**src/rtl/lc_request_loader_if.sv**
```systemverilog
// Host write port and lifecycle-request outputs of lc_request_loader.
// The host drives the write strobe side; the loader drives the identifiers and status.
interface lc_request_loader_if;
    logic         wr_en;
    logic [4:0]   wr_addr;
    logic [31:0]  wr_data;
    logic [255:0] lc_transition_id;
    logic         lc_transition_request_in;
    logic [255:0] lc_authentication_id;
    logic         lc_authentication_valid;
    logic         busy;
    logic         loaded;
    logic         err;

    modport master (
        output wr_en, wr_addr, wr_data,
        input  lc_transition_id, lc_transition_request_in, lc_authentication_id,
        input  lc_authentication_valid, busy, loaded, err
    );

    modport slave (
        input  wr_en, wr_addr, wr_data,
        output lc_transition_id, lc_transition_request_in, lc_authentication_id,
        output lc_authentication_valid, busy, loaded, err
    );
endinterface

```
**src/rtl/lc_request_loader.sv**
```systemverilog
// Collects 8 transition-id and 8 authentication-id words from the host, then on a
// go command issues one request pulse with authentication_valid held for HOLD_CYCLES.
module lc_request_loader #(
    parameter int unsigned HOLD_CYCLES = 16
) (
    input logic clk,
    input logic rst,
    lc_request_loader_if.slave bus
);
    typedef enum logic [1:0] {IDLE, REQ, HOLD} state_t;

    state_t       state;
    logic [15:0]  mask;
    logic [255:0] trans_id;
    logic [255:0] auth_id;
    logic [7:0]   cnt;
    logic         req_q;
    logic         valid_q;
    logic         busy_q;
    logic         err_q;

    logic         loaded;
    logic         word_wr;
    logic         go;
    logic         set_err;
    logic         clr_err;

    always_comb begin
        loaded  = &mask;
        word_wr = bus.wr_en && (bus.wr_addr[4] == 1'b0);
        go      = bus.wr_en && (bus.wr_addr == 5'd16) && bus.wr_data[0];
        clr_err = bus.wr_en && (bus.wr_addr == 5'd17);
        set_err = 1'b0;
        if (state == IDLE)
            set_err = go && !loaded;
        else
            set_err = bus.wr_en && (bus.wr_addr <= 5'd16);
    end

    // The counter starts at HOLD_CYCLES-1 in the REQ cycle itself, so REQ plus HOLD
    // together span exactly HOLD_CYCLES cycles; HOLD_CYCLES=1 returns straight to IDLE.
    always_ff @(posedge clk or posedge rst) begin
        if (rst) begin
            state    <= IDLE;
            mask     <= '0;
            trans_id <= '0;
            auth_id  <= '0;
            cnt      <= '0;
            req_q    <= 1'b0;
            valid_q  <= 1'b0;
            busy_q   <= 1'b0;
            err_q    <= 1'b0;
        end else begin
            case (state)
                IDLE: begin
                    if (word_wr) begin
                        if (bus.wr_addr[3] == 1'b0)
                            trans_id[32*bus.wr_addr[2:0] +: 32] <= bus.wr_data;
                        else
                            auth_id[32*bus.wr_addr[2:0] +: 32] <= bus.wr_data;
                        mask[bus.wr_addr[3:0]] <= 1'b1;
                    end
                    if (go && loaded) begin
                        state   <= REQ;
                        cnt     <= 8'(HOLD_CYCLES - 1);
                        req_q   <= 1'b1;
                        valid_q <= 1'b1;
                        busy_q  <= 1'b1;
                    end
                end
                REQ, HOLD: begin
                    req_q <= 1'b0;
                    if (cnt == 8'd0) begin
                        state   <= IDLE;
                        mask    <= '0;
                        valid_q <= 1'b0;
                        busy_q  <= 1'b0;
                    end else begin
                        state <= HOLD;
                        cnt   <= cnt - 8'd1;
                    end
                end
                default: state <= IDLE;
            endcase

            if (set_err)
                err_q <= 1'b1;
            else if (clr_err)
                err_q <= 1'b0;
        end
    end

    assign bus.lc_transition_id         = trans_id;
    assign bus.lc_authentication_id     = auth_id;
    assign bus.lc_transition_request_in = req_q;
    assign bus.lc_authentication_valid  = valid_q;
    assign bus.busy                     = busy_q;
    assign bus.loaded                   = loaded;
    assign bus.err                      = err_q;
endmodule

```
**src/flat_wrapper.sv**
```systemverilog
// flat-port wrapper written by rule: the top's interface ports become plain ports
module lc_request_loader_flat 
#(
    parameter int unsigned HOLD_CYCLES = 16
)
  (clk, rst, bus_wr_en, bus_wr_addr, bus_wr_data, bus_lc_transition_id, bus_lc_transition_request_in, bus_lc_authentication_id, bus_lc_authentication_valid, bus_busy, bus_loaded, bus_err);
  lc_request_loader_if bus_i ();
  input logic clk;
  input logic rst;
  input wire logic [$bits(bus_i.wr_en)-1:0] bus_wr_en;
  input wire logic [$bits(bus_i.wr_addr)-1:0] bus_wr_addr;
  input wire logic [$bits(bus_i.wr_data)-1:0] bus_wr_data;
  output wire logic [$bits(bus_i.lc_transition_id)-1:0] bus_lc_transition_id;
  output wire logic [$bits(bus_i.lc_transition_request_in)-1:0] bus_lc_transition_request_in;
  output wire logic [$bits(bus_i.lc_authentication_id)-1:0] bus_lc_authentication_id;
  output wire logic [$bits(bus_i.lc_authentication_valid)-1:0] bus_lc_authentication_valid;
  output wire logic [$bits(bus_i.busy)-1:0] bus_busy;
  output wire logic [$bits(bus_i.loaded)-1:0] bus_loaded;
  output wire logic [$bits(bus_i.err)-1:0] bus_err;
  assign bus_i.wr_en = bus_wr_en;
  assign bus_i.wr_addr = bus_wr_addr;
  assign bus_i.wr_data = bus_wr_data;
  assign bus_lc_transition_id = bus_i.lc_transition_id;
  assign bus_lc_transition_request_in = bus_i.lc_transition_request_in;
  assign bus_lc_authentication_id = bus_i.lc_authentication_id;
  assign bus_lc_authentication_valid = bus_i.lc_authentication_valid;
  assign bus_busy = bus_i.busy;
  assign bus_loaded = bus_i.loaded;
  assign bus_err = bus_i.err;
  lc_request_loader #(.HOLD_CYCLES(HOLD_CYCLES)) u_core (.clk(clk), .rst(rst), .bus(bus_i));
endmodule
```
**config.mk**
```make
export PLATFORM = sky130hd
export DESIGN_NAME = lc_request_loader_flat
export DESIGN_NICKNAME = d
export VERILOG_FILES = /design/src/rtl/lc_request_loader_if.sv /design/src/rtl/lc_request_loader.sv /design/src/flat_wrapper.sv
export SDC_FILE = /design/constraint.sdc
export NUM_CORES = 1
export LEC_CHECK = 0
export ABC_AREA = 1
export ABC_CLOCK_PERIOD_IN_PS = 31200
export CAP_MARGIN = 20
export CORE_MARGIN = 5
export CORE_UTILIZATION = 25
export CTS_BUF_LIST = sky130_fd_sc_hd__clkbuf_8 sky130_fd_sc_hd__clkbuf_16
export DETAILED_ROUTE_END_ITERATION = 7
export PLACE_DENSITY = 0.53
export REMOVE_ABC_BUFFERS = 1
export SYNTH_ARGS = -nofsm -noshare
export SYNTH_HDL_FRONTEND = slang
export SYNTH_SLANG_ARGS = --single-unit
```
**constraint.sdc**
```tcl
create_clock -name clk -period 31.2 [get_ports clk]
set_clock_uncertainty 0.05 [all_clocks]
set_input_delay 6.24 -clock clk [delete_from_list [all_inputs] [get_ports clk]]
set_output_delay 6.24 -clock clk [all_outputs]
set_load 0.03 [all_outputs]
```
==> impl_metrics.yaml <==
outcome:
  run_status: "completed"
power_and_ir_drop:
  leakage_nw: 13.0
  power_mw: 2.19
  power.switching_uw: 724
  internal-power_mw: 1.47
  p_clk_frac: 0.341
  comb_power_share: 0.260
  p_sw_frac: 0.331
  ir_drop_uv: 40.2
  pwr_density_cell_nw_per_um2: 75.5
  p_seq_frac: 0.398
critical_path:
  crit_slowest_cell: "clkdlybuf4s50_1"
  rrSetupSlack_ns: 28.11
  cp-end-kind: "flop"
  r2r_end: "u_core.mask[1]$_DFFE_PP0P_"
  crit_path_max_fanout: 52
  slowest_delay_ns: 0.72
  worstReg2RegStart: "u_core.state[0]$_DFFE_PP0N_"
  start_kind: "input port"
  crit_type: "input port to flop"
  path_cells: "clkdlybuf4s50_1, inv_1, ha_1, or2_2, nor2_1, nand3_2, buf_4, nand2_1, o21ai_0"
  critPathRequiredTime_ns: 31.56
  worstRegToRegCells: 7
  arrival_ns: 9.21
sta:
  post-route-period-util: 0.284
  setup_tns_ns: 0
  finalCriticalPeriod_ns: 8.85
  max_slew.worst_pin.slew_ns: 1.06
  relSlewSlack: 0.296
  holdWs_ns: 0.425
  fmax_mhz: 113
  setup_slack_ns: 22.35
  maxSlewViolCount: 0
  rsz0062_at_grt: "false"
  setup_violations: 0
  hold_violations: 0
yosys:
  ys_ff_latch: 541
  synthFlopType: "dfrtp_1"
  ys_warn_count: 0
  synthCells: 2060
  netlist_top_cells_count: "nand2_1, dfrtp_1, o21ai_0"
  synth_area_per_cell_sq_um: 9.77
  yosys-top-cells-area: "dfrtp_1, nand2_1, o21ai_0, clkbuf_1, inv_1"
  ys_types: 22
  seq_area_frac_synth: 0.673
  async_flop_share: 1.00
  synthDominantCellAreaShare: 0.673
  yosys.area.top_type: "dfrtp_1"
  syn_area_sq_um: 20100
  yosysMostFrequentCell: "nand2_1"
  synth_edf_count: 0
floorplan:
  die_x_microns: 294
  die_area_sq_um: 86300
  core_area_sq_um: 80200
  die_h_microns: 294
  rows: 104
  num_io_pins: 557
  start_util: 0.251
cells_and_area:
  final_area_sq_um: 29000
  fill_cells: 8022
  fin_util: 0.362
  syn_to_final_growth_pct: 44.2
  final_nets: 2640
  final_layout_size_suffix_gt1_frac: 0.0607
  fin_cells: 3702
global_route:
  grt_busiest_layer: "met2"
  grt_pass1_vias: 16600
  grt_pass1_wl_mm: 113
  grt_use_total: 0.171
  gr-usage-met3: 0.0598
  gr-total-overflow: 0
  grt_start_max_net_pins: 163
  use_met2: 0.273
  met1_usage: 0.224
  antenna_found_initial: 8
placed_design:
  hpwlAfterDp_mm: 53.8
  post_dp_cell_area_sq_um: 26800
  io_buffers: 556
  dp_slack_ns: 21.62
  place_inst: 3579
  place.gp.congestion: 0.799
min_path:
  hold_depth: 2
  hp-start: "u_core.bus.lc_transition_id[44]$_DFFE_PP0P_"
  worstHoldEndpoint: "u_core.bus.lc_transition_id[44]$_DFFE_PP0P_"
  hp-class: "flop to flop"
cts:
  clk_pin_slew_ns: 0.06
  clk-insertion-delay-late_ns: 0.59
  cts_made_buffers: 66
  hold_buffers: 0
  tritoncts: "done"
  postCtsSetupBuffers: 0
  cts_root_buf: "clkbuf_16"
  cts_sinks: 541
  cts_resized: 0
  htreeDepth: 3
  max-clock-path-buffers: 3
detailed_routing:
  first_pass_iters: 5
  drcViolationCount: 0
  routedWlPerCell_microns: 20.7
  num_vias: 16700
  first_iter_violations: 1192
  routed_wl_mm: 76.7
  viasPerCell: 4.50
  ant_nets: 0
run:
  maxCapViolCount: 0
-- how the worst max path moves through the flow --
stage / from / to / slack, ns / depth (start not counted)
CTS: bus_wr_addr[0] / u_core.bus.lc_authentication_id[115]$_DFFE_PP0P_ / 22.28 / 10
global placement: bus_wr_addr[3] / u_core.bus.lc_authentication_id[175]$_DFFE_PP0P_ / 21.60 / 7
detailed placement: bus_wr_addr[0] / u_core.bus.lc_authentication_id[109]$_DFFE_PP0P_ / 21.62 / 10
floorplan: rst / u_core.bus.busy$_DFFE_PP0P_ / 9.79 / 1
global route: rst / u_core.bus.lc_transition_id[231]$_DFFE_PP0P_ / 22.05 / 4
finish: bus_wr_addr[2] / u_core.bus.lc_authentication_id[222]$_DFFE_PP0P_ / 22.35 / 9
-- logic make-up (layout without fill, tap and decap cells) --
family	count (synthesis)	in the layout	share of synthesized area
buffers and inverters	192	768	0.0362
AO/OA/AOI/OAI	529	529	0.134
adder cells (fa/ha/maj)	10	10	0.00622
flip-flops	541	541	0.673
XOR/XNOR	1	1	0.000435
other	0	6	0
AND/OR/NAND/NOR	787	787	0.151
-- worst max-delay path: cells and delay by family --
kind,cells,cell delay [ns]
buffers and inverters,3,1.41
and+or+nand+nor,4,1.09
adders and majority gates,1,0.29
AOI/OAI and AO/OA,1,0.10
-- power by group through the flow --
| stage | combinational [mW] | sequential, mW | clock [mW] |
|---|---|---|---|
| finish | 0.570 | 0.873 | 0.748 |
| global route | 0.608 | 0.886 | 0.799 |
| CTS | 0.578 | 0.873 | 0.770 |
| detailed placement | 0.577 | 0.883 | 0 |
| global placement | 0.572 | 0.880 | 0 |
| floorplan | 0.100 | 1.07 | 0 |
-- layer usage --
metal,up-vias,wire (microns)
met1,8127,32500
met2,671,34700
met5,-,41
met3,105,7670
li1,7764,-
met4,6,1740
-- registers in the layout (all words and copies together), names as in the netlist --
| signal | count |
|---|---|
| u_core.bus.lc_authentication_id | 256 |
| u_core.bus.lc_transition_request_in | 1 |
| u_core.bus.busy | 1 |
| u_core.mask | 16 |
| u_core.cnt | 8 |
| u_core.bus.lc_transition_id | 256 |
| u_core.state | 2 |
| u_core.bus.err | 1 |
-- layout make-up --
cell class / count / area [sq um] / share of cell area
Inverter: 76 / 293 / 0.0101
Antenna cell: 6 / 15.0 / 0.000517
Timing Repair Buffer: 578 / 5810 / 0.200
Sequential cell: 541 / 13500 / 0.466
Clock buffer: 77 / 1830 / 0.0629
Clock inverter: 37 / 298 / 0.0103
Multi-Input combinational cell: 1327 / 5920 / 0.204
Tap cell: 1060 / 1330 / 0.0457
-- placed cells by master, fill, tap and decap left out, drive strengths merged --
master,n
a21oi,8
clkinv,14
dfrtp,541
nor2,61
clkbuf,77
bufinv,3
o21ai,509
a31o,12
clkdlybuf4s50,555
ha,10
clkinvlp,2
nor3b,1
buf,23
diode,6
nand3,24
nand3b,1
nand4,2
or2,4
inv,94
nand2,689
nor3,5
xnor2,1
Power figures use the tool's default switching activity.
==> variant, RTL diff (same flow settings) <==
Make the reset (`rst`) synchronous in one clocked block.
--- a/src/rtl/lc_request_loader.sv
+++ b/src/rtl/lc_request_loader.sv
@@ -41,3 +41,3 @@
     // together span exactly HOLD_CYCLES cycles; HOLD_CYCLES=1 returns straight to IDLE.
-    always_ff @(posedge clk or posedge rst) begin
+    always_ff @(posedge clk) begin
         if (rst) begin
Function: not settled (the Yosys comparison gave no result); the edit may change what the design does.
==> variant against the original RTL <==
  * Synthesized area fell by 2.7%
  * Non-clock buffer count rose by 2
  * First-iteration DRC count rose by 8.6%
  * Count of clock-buffer cells in the layout rose by 6
  * Sequential cell count did not move
  * Worst setup slack got worse by 780 ps
  * Design area fell by 2.8%
  * Wire length rose by 13%
  * Core utilization rose by 0.15 points
  * Critical endpoint is now u_core.bus.lc_authentication_id[109]$_SDFFE_PP0P_
Power is not compared: it rests on default switching activity, and its combinational part moved more than twofold at a synthesized area within 25%.
==> variant: results (changes against the original RTL) <==
Worst setup path
  – Reg-to-reg slack, setup: 27,870 ps (was 28,110 ps)
  – CP startpoint: bus_wr_addr[0] (was bus_wr_addr[2])
  – Worst EP arrival: 10,120 ps (was 9210 ps)
  – CP max FO: 50 (was 52)
  – Origin of the critical flop-to-flop path: u_core.state[0]$_SDFFE_PP0N_ (was u_core.state[0]$_DFFE_PP0N_)
  – Setup crit end: u_core.bus.lc_authentication_id[109]$_SDFFE_PP0P_ (was u_core.bus.lc_authentication_id[222]$_DFFE_PP0P_)

Timing
  – Worst slew margin: 31.2% (was 29.6%)
  – Hold Slack: 398 ps (was 425 ps)

Hold path
  – Hold wc startpoint: u_core.mask[13]$_SDFFE_PP0P_ (was u_core.bus.lc_transition_id[44]$_DFFE_PP0P_)

Final layout
  – Fraction of area in registers: 38.4% (was 46.6%)
  – Share of cells above drive strength 1: 5.01% (was 6.07%)
  – Clock-cell share of area: 7.90% (was 7.32%)
  – Finished Layout Cells: 4,113 (was 3,702)
  – Comb_multi_in: 1,694 (was 1,327)
  – Multi-input combinational area share: 26.7% (was 20.4%)
  – Area Growth Syn to Fin: 44.0% (was 44.2%)

Yosys
  – Most used DFF post-synth: dfxtp_1 (was dfrtp_1)
  – Synth Area in Adders: 0.575% (was 0.622%)
  – Proportion of synthesized flip-flops having asynchronous set or reset: 0% (was 100%)
  – Synth top cells by count: nor2_1 (594), dfxtp_1 (541), o21ai_0 (386) (was nand2_1 (689), dfrtp_1 (541), o21ai_0 (509))
  – Synth top area cells: dfxtp_1 (55%), nor2_1 (11%), o21ai_0 (9.9%) (was dfrtp_1 (67%), nand2_1 (13%), o21ai_0 (13%))

Placement
  – Placed insts: 3,997 (was 3,579)

Run status
  – Status: complete, no violations (unchanged)

Global route
  – Vias in the first global route: 17.6k (was 16.6k)
  – Tot GR Track Use: 19.6% (was 17.1%)
  – First-pass GRT wire length: 125,000 um (was 113,000 um)

Clock network
  – Cts bufs inserted: 61 (was 66)
variant: cell types whose count changed in the layout (fill, tap and decap cells not counted), sizes merged, moves of 59 or more:
cell   unedited run  this run
dfrtp           541         0
dfxtp             0       541
nor2             61       596
nand2           689       285
a21oi             8       307
o21ai           509       417
inv              94       153
variant: cells by family (layout without fill, tap and decap cells):
kind of cell | Yosys count | in the layout
AND/OR/NAND/NOR | 955 | 955
AO/OA/AOI/OAI | 727 | 727
flip-flops | 541 | 541
buffers and inverters | 319 | 836
adder cells (fa/ha/maj) | 9 | 9
XOR/XNOR | 3 | 3
other | 0 | 2
variant: worst max-delay path, stage by stage:
cell and delay [ps]:
buf_2 90, buf_4 400, inv_2 210, ha_1 470, inv_1 90, buf_4 370, nand2_1 150, nor2_2 520
nand2_1 370, inv_2 770, o21ai_0 180, a21oi_1 160
variant: layer usage:
layer	global-route usage (%)	up-vias	part of all wire, %
met3	6.05	130	7.3
met5	0	-	0
met4	6.07	0	3.1
met1	25.0	8588	43
met2	32.1	560	46
li1	-	9230	-
